`src/rtl/serial_add_pkg.sv`:
```
// Shared definitions for the bit-serial adder controller: state encodings and default width.
package serial_add_pkg;

   localparam int WIDTH_DEF = 8;

   localparam logic [1:0] ST_IDLE = 2'd0;
   localparam logic [1:0] ST_ADD  = 2'd1;
   localparam logic [1:0] ST_DONE = 2'd2;

   typedef enum logic [1:0] {
      IDLE = ST_IDLE,
      ADD  = ST_ADD,
      DONE = ST_DONE
   } state_t;

endpackage

```
`src/rtl/full_adder.sv`:
```
// One-bit full adder cell; the serial controller time-shares a single instance.
module full_adder (
   input  logic x,
   input  logic y,
   input  logic cin,
   output logic s,
   output logic cout
);

   assign s    = x ^ y ^ cin;
   assign cout = (x & y) | (x & cin) | (y & cin);

endmodule

```
`src/rtl/serial_add_ctrl.sv`:
```
// Bit-serial adder: adds two WIDTH-bit operands LSB first through one full_adder cell,
// holding the running carry in a flop and publishing a registered result with a done pulse.
//
// state | meaning
// IDLE  | waiting for start; operands loaded on the accepting edge
// ADD   | one bit step per edge, WIDTH steps total
// DONE  | result valid, done high for one cycle
module serial_add_ctrl
   import serial_add_pkg::*;
#(
   parameter int WIDTH = WIDTH_DEF
) (
   input  logic             clk,
   input  logic             rst,
   input  logic             start,
   input  logic [WIDTH-1:0] a,
   input  logic [WIDTH-1:0] b,
   input  logic             carry_in,
   output logic             busy,
   output logic             done,
   output logic [WIDTH-1:0] sum,
   output logic             carry_out
);

   localparam int CW = (WIDTH > 1) ? $clog2(WIDTH) : 1;
   localparam logic [CW-1:0] LAST = CW'(WIDTH - 1);

   state_t           state, state_nxt;
   logic [WIDTH-1:0] a_sr, b_sr, res_sr;
   logic [CW-1:0]    cnt;
   logic             carry_q;
   logic             fa_s, fa_c;
   logic             last_bit;

   full_adder u_fa (
      .x    (a_sr[0]),
      .y    (b_sr[0]),
      .cin  (carry_q),
      .s    (fa_s),
      .cout (fa_c)
   );

   assign last_bit = (cnt == LAST);

   always_ff @(posedge clk or posedge rst) begin
      if (rst) state <= IDLE;
      else     state <= state_nxt;
   end

   always_comb begin
      state_nxt = state;
      case (state)
         IDLE:    if (start) state_nxt = ADD;
         ADD:     if (last_bit) state_nxt = DONE;
         DONE:    state_nxt = IDLE;
         default: state_nxt = IDLE;
      endcase
   end

   always_ff @(posedge clk or posedge rst) begin
      if (rst) begin
         a_sr      <= '0;
         b_sr      <= '0;
         res_sr    <= '0;
         cnt       <= '0;
         carry_q   <= 1'b0;
         sum       <= '0;
         carry_out <= 1'b0;
      end else begin
         case (state)
            IDLE: begin
               if (start) begin
                  a_sr    <= a;
                  b_sr    <= b;
                  carry_q <= carry_in;
                  cnt     <= '0;
                  res_sr  <= '0;
               end
            end
            ADD: begin
               a_sr    <= a_sr >> 1;
               b_sr    <= b_sr >> 1;
               res_sr  <= {fa_s, res_sr[WIDTH-1:1]};
               carry_q <= fa_c;
               // counter saturates at the last bit rather than wrapping
               if (!last_bit) cnt <= cnt + 1'b1;
               if (last_bit) begin
                  sum       <= {fa_s, res_sr[WIDTH-1:1]};
                  carry_out <= fa_c;
               end
            end
            default: ;
         endcase
      end
   end

   assign busy = (state == ADD);
   assign done = (state == DONE);

endmodule

```
`config.mk`:
```
export PLATFORM = sky130hd
export DESIGN_NAME = serial_add_ctrl
export DESIGN_NICKNAME = d
export VERILOG_FILES = /design/src/rtl/serial_add_pkg.sv /design/src/rtl/full_adder.sv /design/src/rtl/serial_add_ctrl.sv
export SDC_FILE = /design/constraint.sdc
export NUM_CORES = 1
export LEC_CHECK = 0
export CORE_ASPECT_RATIO = 0.5
export CORE_MARGIN = 3
export CORE_UTILIZATION = 25
export DETAILED_ROUTE_END_ITERATION = 10
export DONT_BUFFER_PORTS = 1
export SYNTH_ARGS = -nofsm -noshare
export SYNTH_HDL_FRONTEND = slang
export SYNTH_SLANG_ARGS = --single-unit
```
`constraint.sdc`:
```
create_clock -name clk -period 2.3 [get_ports clk]
set_clock_uncertainty 0.2 [all_clocks]
set_input_delay 0.23 -clock clk [delete_from_list [all_inputs] [get_ports clk]]
set_output_delay 0.23 -clock clk [all_outputs]
set_load 0.02 [all_outputs]
```
## Yosys cells after proc, flatten, opt, wreduce, memory -nomap -nowiden

Index checks and enable logic that the tools add are counted.

| storage, ports and cells | value |
|---|---|
| flip-flop bits (word level) | 39 |
| logic and storage cells | 42 |
| bits of input ports | 20 |
| output and inout bits | 11 |

| cells by class | value |
|---|---|
| reductions and logical operators | 6 |
| multiplexer cells | 14 |
| add/sub/neg operators | 1 |
| bitwise gates (word level) | 7 |
| equal/unequal tests | 6 |

Operators with widths:

| kind | number |
|---|---|
| case mux 8 bit (2 select lines) | 3 |
| 2-to-1 mux 8 bit | 3 |
| 2-to-1 mux 3 bit | 2 |
| case mux 3 bit (2 select lines) | 1 |
| AND reduction 2 bit | 3 |
| 2-to-1 mux 2 bit | 2 |
| inequality test 2 bit (second input constant) | 2 |
| case mux 2 bit (2 select lines) | 1 |
| adder 3 x 1 -> 3 bit (second input constant) | 1 |
| bitwise AND 1 bit | 3 |
| == test 3 bit (second input constant) | 1 |
| AND reduction 3 bit | 1 |
| == test 2 x 1 -> 1 bit (second input constant) | 1 |
| == test 2 bit (second input constant) | 1 |
| logical NOT 2 bit | 1 |
| inequality test 2 x 1 -> 1 bit (second input constant) | 1 |
| bitwise OR 1 bit | 2 |
| case mux 1 bit (2 select lines) | 1 |
| nonzero test 2 bit | 1 |
| bitwise XOR 1 bit | 2 |
| 2-to-1 mux 1 bit | 1 |

## Logic depth before layout (Yosys ltp)

| logic depth | value |
|---|---|
| depth after elaboration | 4 |
| mapped depth | 5 |
| mapped depth without buffers | 4 |

## Modules after synthesis

A second synthesis with hierarchy kept.

| second synthesis, totals | value |
|---|---|
| cell total of the unflattened synthesis | 142 |
| area total of the unflattened synthesis | 1701.6 µm² |

By module, submodules not included:

| module | area an instance (µm²) | sequential area each (µm²) | cells an instance | instances |
|---|---|---|---|---|
| serial_add_ctrl | 1681.6 | 950.9 | 141 | 1 |
| full_adder | 20.0 | 0.0 | 1 | 1 |

## Worst setup path after synthesis

No wires, ideal clock.

| timing path | value |
|---|---|
| path type | register -> register |
| start | register cnt[0] |
| end | register carry_out |
| setup slack | 0.548 ns |
| setup time | 0.128 ns |
| required time | 1.972 ns |
| cell stages (with the launch flop) | 6 |
| clock period less this slack | 1.752 ns |
| buffers on the path | 1 |
| arrival time | 1.424 ns |
| path through | dfrtp_1 > ha_1 > ha_1 > nand3b_1 > buf_2 > mux2_1 |

| on the way | value |
|---|---|
| longest elaborated chain between the ends | 2 |

RTL lines:

| what | line | RTL |
|---|---|---|
| start: declaration | serial_add_ctrl.sv:30 | `logic [CW-1:0] cnt;` |
| start signal: assignment | serial_add_ctrl.sv:86 | `if (!last_bit) cnt <= cnt + 1'b1;` |
| == test 3 bit | serial_add_ctrl.sv:43 | `assign last_bit = (cnt == LAST);` |
| AND reduction 2 bit (no line) | -- |  |
| end signal: assignment | serial_add_ctrl.sv:68 | `carry_out <= 1'b0;` |
| end signal: assignment | serial_add_ctrl.sv:89 | `carry_out <= fa_c;` |
| end: declaration | serial_add_ctrl.sv:22 | `output logic carry_out` |

Every way passes these cells.
A chain may end at the register's enable or synchronous reset.

## Worst setup path in the final report

| timing path | value |
|---|---|
| start | register cnt[0] |
| end | register sum[0] |

| on the way | value |
|---|---|
| longest elaborated chain between the ends | 2 |

RTL lines:

| what | line | RTL |
|---|---|---|
| == test 3 bit | serial_add_ctrl.sv:43 |  |
| AND reduction 2 bit (no line) | -- |  |
| end signal: assignment | serial_add_ctrl.sv:88 | `sum <= {fa_s, res_sr[WIDTH-1:1]};` |
| end: declaration | serial_add_ctrl.sv:21 | `output logic [WIDTH-1:0] sum,` |

Every way passes these cells.

==> results.toml <==
[run_status]
status = "completed"

[final_layout]
final_cell_area_um2 = 2190
fin_nets = 184
layout_common_cells = "38 x dfrtp_1, 20 x inv_1, 16 x nor4b_1"
drive_above_1_share = 0.173
final_cells = 254
final_common_cell = "dfrtp_1"
area_growth_pct = 16.0
antenna_cells = 0

[grt]
grt_use_total = 0.0918
antenna_found_initial = 0
grt_pass1_wl_mm = 6.26
grt_pass1_vias = 1235
grt_max_degree = 39
grt_overflow = 0

[clocking]
clk_path_buf_depth = 2
cts_resized = 0
cts_hold_buffers = 6
cts_tree = "built"
clk_pin_slew_ps = 60
postCtsSetupRepairBufs = 0
numClockSinks = 38
numCtsBuffers = 5
htree_levels = 2
cts_root_buf = "clkbuf_16"
insertion_delay_ps = 280

[route]
drt_iter0_markers = 83
wl_mm = 3.77
ant_nets = 0
routed-via-count = 1204
wire_per_inst_um = 14.8
drt_pass1_iterations = 4
vias_per_cell = 4.74
route.detailed.drc = 0

[synth]
synth_seq_cells = 38
synth.avg_cell_area_um2 = 12.0
ys.flop_type = "dfrtp_1"
netlist_instances = 157
synth_edf_count = 0
netlist_area_um2 = 1890
yosysWarnings = 0
synth.distinct_cells = 25
yosysSeqAreaShare = 0.504
async_reset_ff_frac = 1.00
syn_nets = 180

[power_and_ir_drop]
power_uw = 3040
ir_drop_mv = 0.443
leakagePower_uw = 0.000947
powerDensity_nw_per_um2 = 1390

[critical_path]
regToRegStartpoint = "cnt[0]"
reg2reg_depth = 4
worstPathCellList = "ha_1 > ha_1 > nand3b_1 > mux2_1"
required_ps = 2260
critPathBufInv = 0
crit_path_frequent_cell = "ha_1"
cp.arrival_ps = 1940
slowest_stage = "mux2_1"
cpPeakStageDelay_ps = 460
rr_endpoint = "sum[0]"
ff2ff_setup_slack_ps = 320
critPathLaunchType = "flop"
crit_fanout = 10
endpoint_kind = "flop"
critPathTopFamily = "multiplexers"
path_class = "reg2reg"

[sta]
grt_setup_unrepaired = "no"
max-slew-margin-rel = 0.474
worstMarginPinSlew_ps = 786
fin_setup_tns_ps = 0
max_freq_mhz = 504
setup_viol_count_final = 0
slew_viol_final = 0
finalHoldViolCount = 0
fin_crit_ps = 1980
finalCritPeriodShare = 0.862

[place]
place_area_um2 = 1960
dp_cells = 240
port_buffers = 0
dp_hpwl_mm = 2.57
gp_congestion = 0.726

[worst_hold_path]
hold_end = "a_sr[1]"
hp-class = "in2reg"
min_from = "a[1]"
whs_path_depth = 2

[die]
die_height_um = 67.5
num_rows = 21
die_w_um = 129
core_area_um2 = 6990
start_util = 0.270
io_pins = 31
dieArea_um2 = 8690

[run]
maxCapViolCount = 0
[cell families (layout without fill, tap and decap cells)]
family,Yosys count,count (layout),share of synthesized area
mux,9,9,0.0537
flops,38,38,0.504
fa+ha+maj,3,3,0.0239
buf+inv,35,40,0.0868
compound gates,29,29,0.181
simple gates,43,43,0.151
[per-stage QoR]
step / hold WS [ps] / worst slack, ps / util
floorplan: 222 / 548 / -
global placement: 56.3 / 382 / 0.280
detailed placement: 70.1 / 297 / 0.280
CTS: 0.119 / 286 / 0.313
global route: 13.2 / 170 / 0.313
finish: 1.10 / 316 / 0.313
[worst max path at each step]
| stage | depth (start not counted) | start | to |
|---|---|---|---|
| after global routing | 4 | cnt[0] | sum[4] |
| after floorplan | 5 | cnt[0] | carry_out |
| after global placement | 4 | cnt[0] | sum[4] |
| after CTS | 4 | cnt[0] | sum[0] |
| final | 4 | cnt[0] | sum[0] |
| after detailed placement | 4 | cnt[0] | sum[0] |
[worst register-to-register path, stage by stage, from the launching register on]
cell and delay [ps]:
dfrtp_1 380, ha_1 160, ha_1 260, nand3b_1 410, mux2_1 460
[flip-flops by register name, indices dropped and copies added (netlist names)]
signal,flops
res_sr,7
carry_q,1
state,2
sum,8
carry_out,1
a_sr,8
b_sr,8
cnt,3
[report_power, final]
group          switching (µW)  internal [µW]
clock network             261            510
registers                 296            971
logic                     515            488
[routing by layer]
layer / vias to the layer above / global-route usage / wire, µm
met2: 14 / 0.158 / 1830
li1: 575 / - / -
met1: 611 / 0.108 / 1670
met4: 0 / 0.0275 / 34
met3: 4 / 0.0363 / 223
met5: - / 0 / 0
[cells in the mapped netlist, types with 2 or more instances]
master / number / area, µm²
nand3b_1: 3 / 22.5
inv_1: 20 / 75.1
nor4b_1: 16 / 140
nand2_1: 2 / 7.51
buf_6: 2 / 22.5
and3_1: 3 / 18.8
a22o_1: 7 / 61.3
a221oi_1: 2 / 17.5
buf_2: 11 / 55.1
o221ai_1: 2 / 17.5
a221oi_2: 13 / 195
mux2_1: 9 / 101
a211o_1: 3 / 26.3
nor2b_1: 2 / 12.5
ha_1: 2 / 25.0
nor2_1: 12 / 45.0
dfrtp_1: 38 / 951
nor4bb_1: 2 / 20.0
nand2b_1: 2 / 12.5
[area by class of cell]
| cell class | count | area (µm²) |
|---|---|---|
| clock buffer | 5 | 125 |
| clock inverter | 3 | 45.0 |
| fill | 694 | 4800 |
| inverter | 20 | 75.1 |
| multi-input combinational | 84 | 773 |
| sequential | 38 | 951 |
| tap | 92 | 115 |
| timing repair buffer | 12 | 105 |
Note: power is estimated with default switching activity, not from simulation.
==> edit 1 (same flow settings) <==
Change the package constant `WIDTH_DEF` from 8 to 4.
--- a/src/rtl/serial_add_pkg.sv
+++ b/src/rtl/serial_add_pkg.sv
@@ -3,3 +3,3 @@
 
-   localparam int WIDTH_DEF = 8;
+   localparam int WIDTH_DEF = 4;
 
Interface: changed (resized a, b and sum); port bits go from 31 to 19. The function was not compared with the original's and may differ.
==> edit 1 against the unedited design <==
Synthesized area down 47%; cell area fell by 50%; setup slack lost 0.029 ns; power down 51%; sequential cell count fell by 17; combinational power fell by 50%; global-route usage shrank 1.5 points; final cell count fell by 50%; sequential share of layout area grew 4.6 points; count of clock-buffer cells in the layout decreased by 2; routed wire length fell by 54%.
==> edit 1: results (changes against the unedited design) <==
GRT
  • Initial antenna violation count: 1 (+1)
  • M3 GR Usage: 4.491% (+0.86 points)
  • GRT Total Usage: 7.697% (-1.5 points)
  • Global-route wire length before repair: 2.801 mm (-55%)
  • Pin count of the biggest net entering global routing: 23 (-41%)

Worst setup path
  • FF-to-FF End: res_sr[1]$_DFFE_PP0P_
  • Crit Path Max Fanout: 22 (+12)
  • CP Capture Point: busy
  • Reg2reg path depth: 3 (-1)
  • Worst Setup SP: state[0]$_DFFE_PP0P_

Logic synthesis
  • Post-synthesis compound-gate area fraction: 16.25% (-1.8 points)
  • Net count of the mapped netlist: 87 (-52%)
  • Mux share of post-synthesis cell area: 5.625% (+0.26 points)
  • Main area contributors after synthesis: dfrtp_1 53%, o221a_2 7.9%, or4b_1 7.0%
  • Post-synth top cells: 21 x dfrtp_1, 7 x o221a_2, 7 x or4b_1
  • Mapped Cells: 73 (-54%)
  • Largest family of logic cells by synthesized area: simple AND/OR/NAND/NOR gates
  • Post-synthesis sequential area ratio: 52.50% (+2.1 points)

Cells and area
  • Fill count: 376 (-46%)
  • Nets: 89 (-52%)
  • Top Registers: a_sr: 4 flops, b_sr: 4 flops, sum: 4 flops
  • Share of cells above drive strength 1: 24.32% (+7.0 points)

Power and ir drop
  • P_clk: 0.235 mW (-70%)
  • Sequential group power: 0.755 mW (-41%)
  • Pwr dens: 1358 nW/um2 (-2.3%)
  • Pint: 0.9545 mW (-52%)

Clocking
  • CTS Buf Count: 3 (-2)
  • Root Buffer: clkbuf_8
  • Latest clock arrival within the worst-skew pair: 0.25 ns (-0.03 ns)

Placed design
  • HPWL after DPL: 1.241 mm (-52%)
  • Pre-CTS setup slack: 0.5436 ns (+0.2463 ns)
  • Dpl cells: 119 (-50%)
  • Final Wtd Congestion: 0.7096 (-2.3%)

Drt
  • Post-DR vias/cell: 4.722 (-0.38%)
  • Post-Route WL: 1.723 mm (-54%)
  • Met2 WL post-DR: 765 um (-58%)

Run status
  • Status: completed

Min path
  • Hold wc startpoint: b[2]
  • Worst Hold Path EP: b_sr[2]$_DFFE_PP0P_

STA
  • Hold WS: 0.03858 ns (+0.03748 ns)
  • Worst-margin pin slew: 0.7857 ns (-0.0005440 ns)
## edit 1: changes by cell type after synthesis, moves of 3 or more
cell      change
mux2_1        -9
mux2_2        +5
buf_2        -10
o221a_2       +7
nor4b_1      -15
nor2_1       -12
a22o_1        -4
nand3b_1      -3
a221oi_2     -13
inv_1        -17
dfrtp_1      -17
or4b_1        +7
## edit 1: area by class of cell
cell class                      count  area share, %
Timing Repair Buffer                2          1.829
Multi-Input combinational cell     44          38.86
Clock buffer                        3          3.771
Tap cell                           51          5.829
Antenna cell                        1         0.2286
Inverter                            3          1.029
Sequential cell                    21          48.00
Clock inverter                      1         0.4571
## edit 1: worst max-delay path, stage by stage, from the launching register on
cell and delay, ns:
dfrtp_1 0.69, or2b_1 0.38, inv_1 0.25
## edit 1: repair_timing
action	4_1_cts	5_1_grt
endpoints found under the hold margin	22	0
setup buffers	0	0
hold buffers	2	0
gates resized for setup	0	0
==> edit 2 (same settings) <==
Made on the original files. Make the reset (`rst`) synchronous in 2 clocked blocks.
--- a/src/rtl/serial_add_ctrl.sv
+++ b/src/rtl/serial_add_ctrl.sv
@@ -44,3 +44,3 @@
 
-   always_ff @(posedge clk or posedge rst) begin
+   always_ff @(posedge clk) begin
       if (rst) state <= IDLE;
@@ -59,3 +59,3 @@
 
-   always_ff @(posedge clk or posedge rst) begin
+   always_ff @(posedge clk) begin
       if (rst) begin
Behaviour: differs if rst is asserted again (counterexample within 4 cycles, from zero or initial values and one cycle with rst high); with rst held inactive, the same outputs for 10 cycles.
==> edit 2 against the unedited design <==
Die area down 13%; non-clock buffer count down 4; cell area down 15%; sequential cell count unchanged; via count down 5.1%; setup slack better by 0.16 ns; routed wire length down 19%; synthesized area down 14%; largest cell class is now multi-input gates; final cell count up 0.39%.
Power is not compared: it rests on default switching activity, and its combinational part moved more than twofold at a synthesized area within 25%.
==> edit 2: results (changes against the unedited design) <==
Run status
  • Status: completed

Worst setup path
  • Worst stage delay on the critical path: 0.40 ns (-0.06 ns)
  • Worst Setup SP: cnt[1]$_SDFFE_PP0P_
  • Worst path slowest cell: ha_1
  • Reg2reg path depth: 5 (+1)
  • Crit Path Max Fanout: 12 (+2)
  • Worst path top cell family by delay: adder cells
  • FF-to-FF End: sum[7]$_SDFFE_PP0P_
  • Crit end category: register
  • Worst R2R Setup Slack: 0.48 ns (+0.16 ns)

Power and ir drop
  • Worst vdd ir: 0.3252 mV
  • Static leakage: about 0.66 nW
  • Sw Ratio: 22.55%

Drt
  • DR pass1 iterations: 4 (unchanged)
  • Iter 0 DRT Violations: 59 (-29%)
  • Vias: 1142 (-5.1%)
  • Avg WL per Cell: 12.02 um (-19%)

Logic synthesis
  • Yosys cell types: 25 (unchanged)
  • Main area contributors after synthesis: dfxtp_1 47%, mux2i_1 9.2%, a211oi_2 7.7%
  • Post-synthesis sequential area ratio: 46.77% (-3.6 points)
  • Yosys Warn Count: 0 (unchanged)
  • Async set or reset register ratio after synthesis: 0% (-100 points)
  • Net count of the mapped netlist: 188 (+4.4%)
  • Post-synth top cells: 38 x dfxtp_1, 25 x nor2_1, 15 x mux2i_1

Min path
  • HP Class: in -> reg

Placed design
  • HPWL after DPL: 2.121 mm (-17%)
  • Port Buffers: 0 (unchanged)
  • Placed cell area: 1669 um2 (-15%)
  • Final Wtd Congestion: 0.6795 (-6.4%)

Cells and area
  • Fill count: 630 (-9.2%)
  • # diodes: 0 (unchanged)
  • Share of cells above drive strength 1: 12.57% (-4.7 points)
  • Top Registers: a_sr: 8 flops, b_sr: 8 flops, sum: 8 flops

GRT
  • Pin count of the biggest net entering global routing: 40 (+2.6%)
  • Global-route wire length before repair: 5.306 mm (-15%)
  • GRT Total Usage: 8.719% (-0.47 points)
  • Initial antenna violation count: 0 (unchanged)

Clocking
  • Resized Gates After CTS: 0 (unchanged)
  • H-tree levels: 2 (unchanged)
  • Latest clock arrival within the worst-skew pair: 0.28 ns (about the same)
  • CTS Buffer Depth: 2 (unchanged)
  • CTS Buf Count: 5 (unchanged)
  • Clock-pin slew on the worst setup and hold paths: 0.05 ns
  • Root Buffer: clkbuf_16

STA
  • Max-slew headroom: 55.38% (+7.9 points)
==> edit 2: per-stage QoR <==
| step | std cells | utilization (%) | hold WS [ns] | setup WS, ns |
|---|---|---|---|---|
| 2_1_floorplan | 165 | - | 0.1783 | 0.7561 |
| 3_3_place_gp | 242 | 27.00 | 0.09999 | 0.5823 |
| 3_5_place_dp | 242 | 27.00 | 0.1033 | 0.4578 |
| 4_1_cts | 255 | 30.28 | 0.002204 | 0.4461 |
| 5_1_grt | 255 | 30.28 | 0.01853 | 0.2922 |
| 6_report | 255 | 30.28 | 0.0006483 | 0.4800 |
==> edit 2: worst min-delay path by stage <==
| stage | cells after the start | to | start | slack (ns) |
|---|---|---|---|---|
| CTS | 2 | b_sr[4]$_SDFFE_PP0P_ | b[4] | 0.002 |
| global placement | 1 | b_sr[5]$_SDFFE_PP0P_ | rst | 0.1 |
| global route | 2 | b_sr[4]$_SDFFE_PP0P_ | b[4] | 0.02 |
| detailed placement | 1 | a_sr[0]$_SDFFE_PP0P_ | rst | 0.10 |
| floorplan | 2 | a_sr[7]$_SDFFE_PP0P_ | a[7] | 0.18 |
| finish | 2 | b_sr[4]$_SDFFE_PP0P_ | b[4] | 0.0006 |
==> edit 2: layout make-up <==
| cell class | count | share of cell area (%) |
|---|---|---|
| clock buffer | 7 | 7.086 |
| tap | 88 | 5.882 |
| sequential | 38 | 40.64 |
| timing repair buffer | 8 | 4.545 |
| multi-input combinational | 113 | 41.64 |
| inverter | 1 | 0.2005 |
==> edit 2: kinds of logic (layout without fill, tap and decap cells) <==
group,count (synthesis),in the layout,synth area share (%)
simple gates,56,56,15.85
compound gates,39,39,20.08
flops,38,38,46.77
mux,15,15,9.231
buf+inv,14,16,5.308
fa+ha+maj,3,3,2.769
==> edit 2: repair_timing <==
action / CTS / global route
setup buffers: 0 / 0
hold buffers: 6 / 0
endpoints found under the hold margin: 38 / 0
setup endpoints to repair: 0 / 0
==> edit 2: per-layer routing <==
| layer | wire length [um] | up-vias | share of wire (%) | track usage (%) |
|---|---|---|---|---|
| met4 | 49 | 0 | 1.6 | 3.138 |
| met2 | 1541 | 16 | 50 | 15.09 |
| li1 | - | 582 | - | - |
| met1 | 1268 | 538 | 41 | 8.877 |
| met5 | 0 | - | 0 | 0 |
| met3 | 203 | 6 | 6.6 | 4.882 |
==> edit 2: power groups by stage <==
| stage | Clock [mW] | Sequential, mW | Combinational [mW] |
|---|---|---|---|
| 3_5_place_dp | 0 | 0.723 | 0.136 |
| 3_3_place_gp | 0 | 0.722 | 0.132 |
| 5_1_grt | 0.676 | 0.713 | 0.176 |
| 2_1_floorplan | 0 | 0.718 | 0.139 |
| 6_report | 0.628 | 0.709 | 0.156 |
| 4_1_cts | 0.651 | 0.709 | 0.159 |
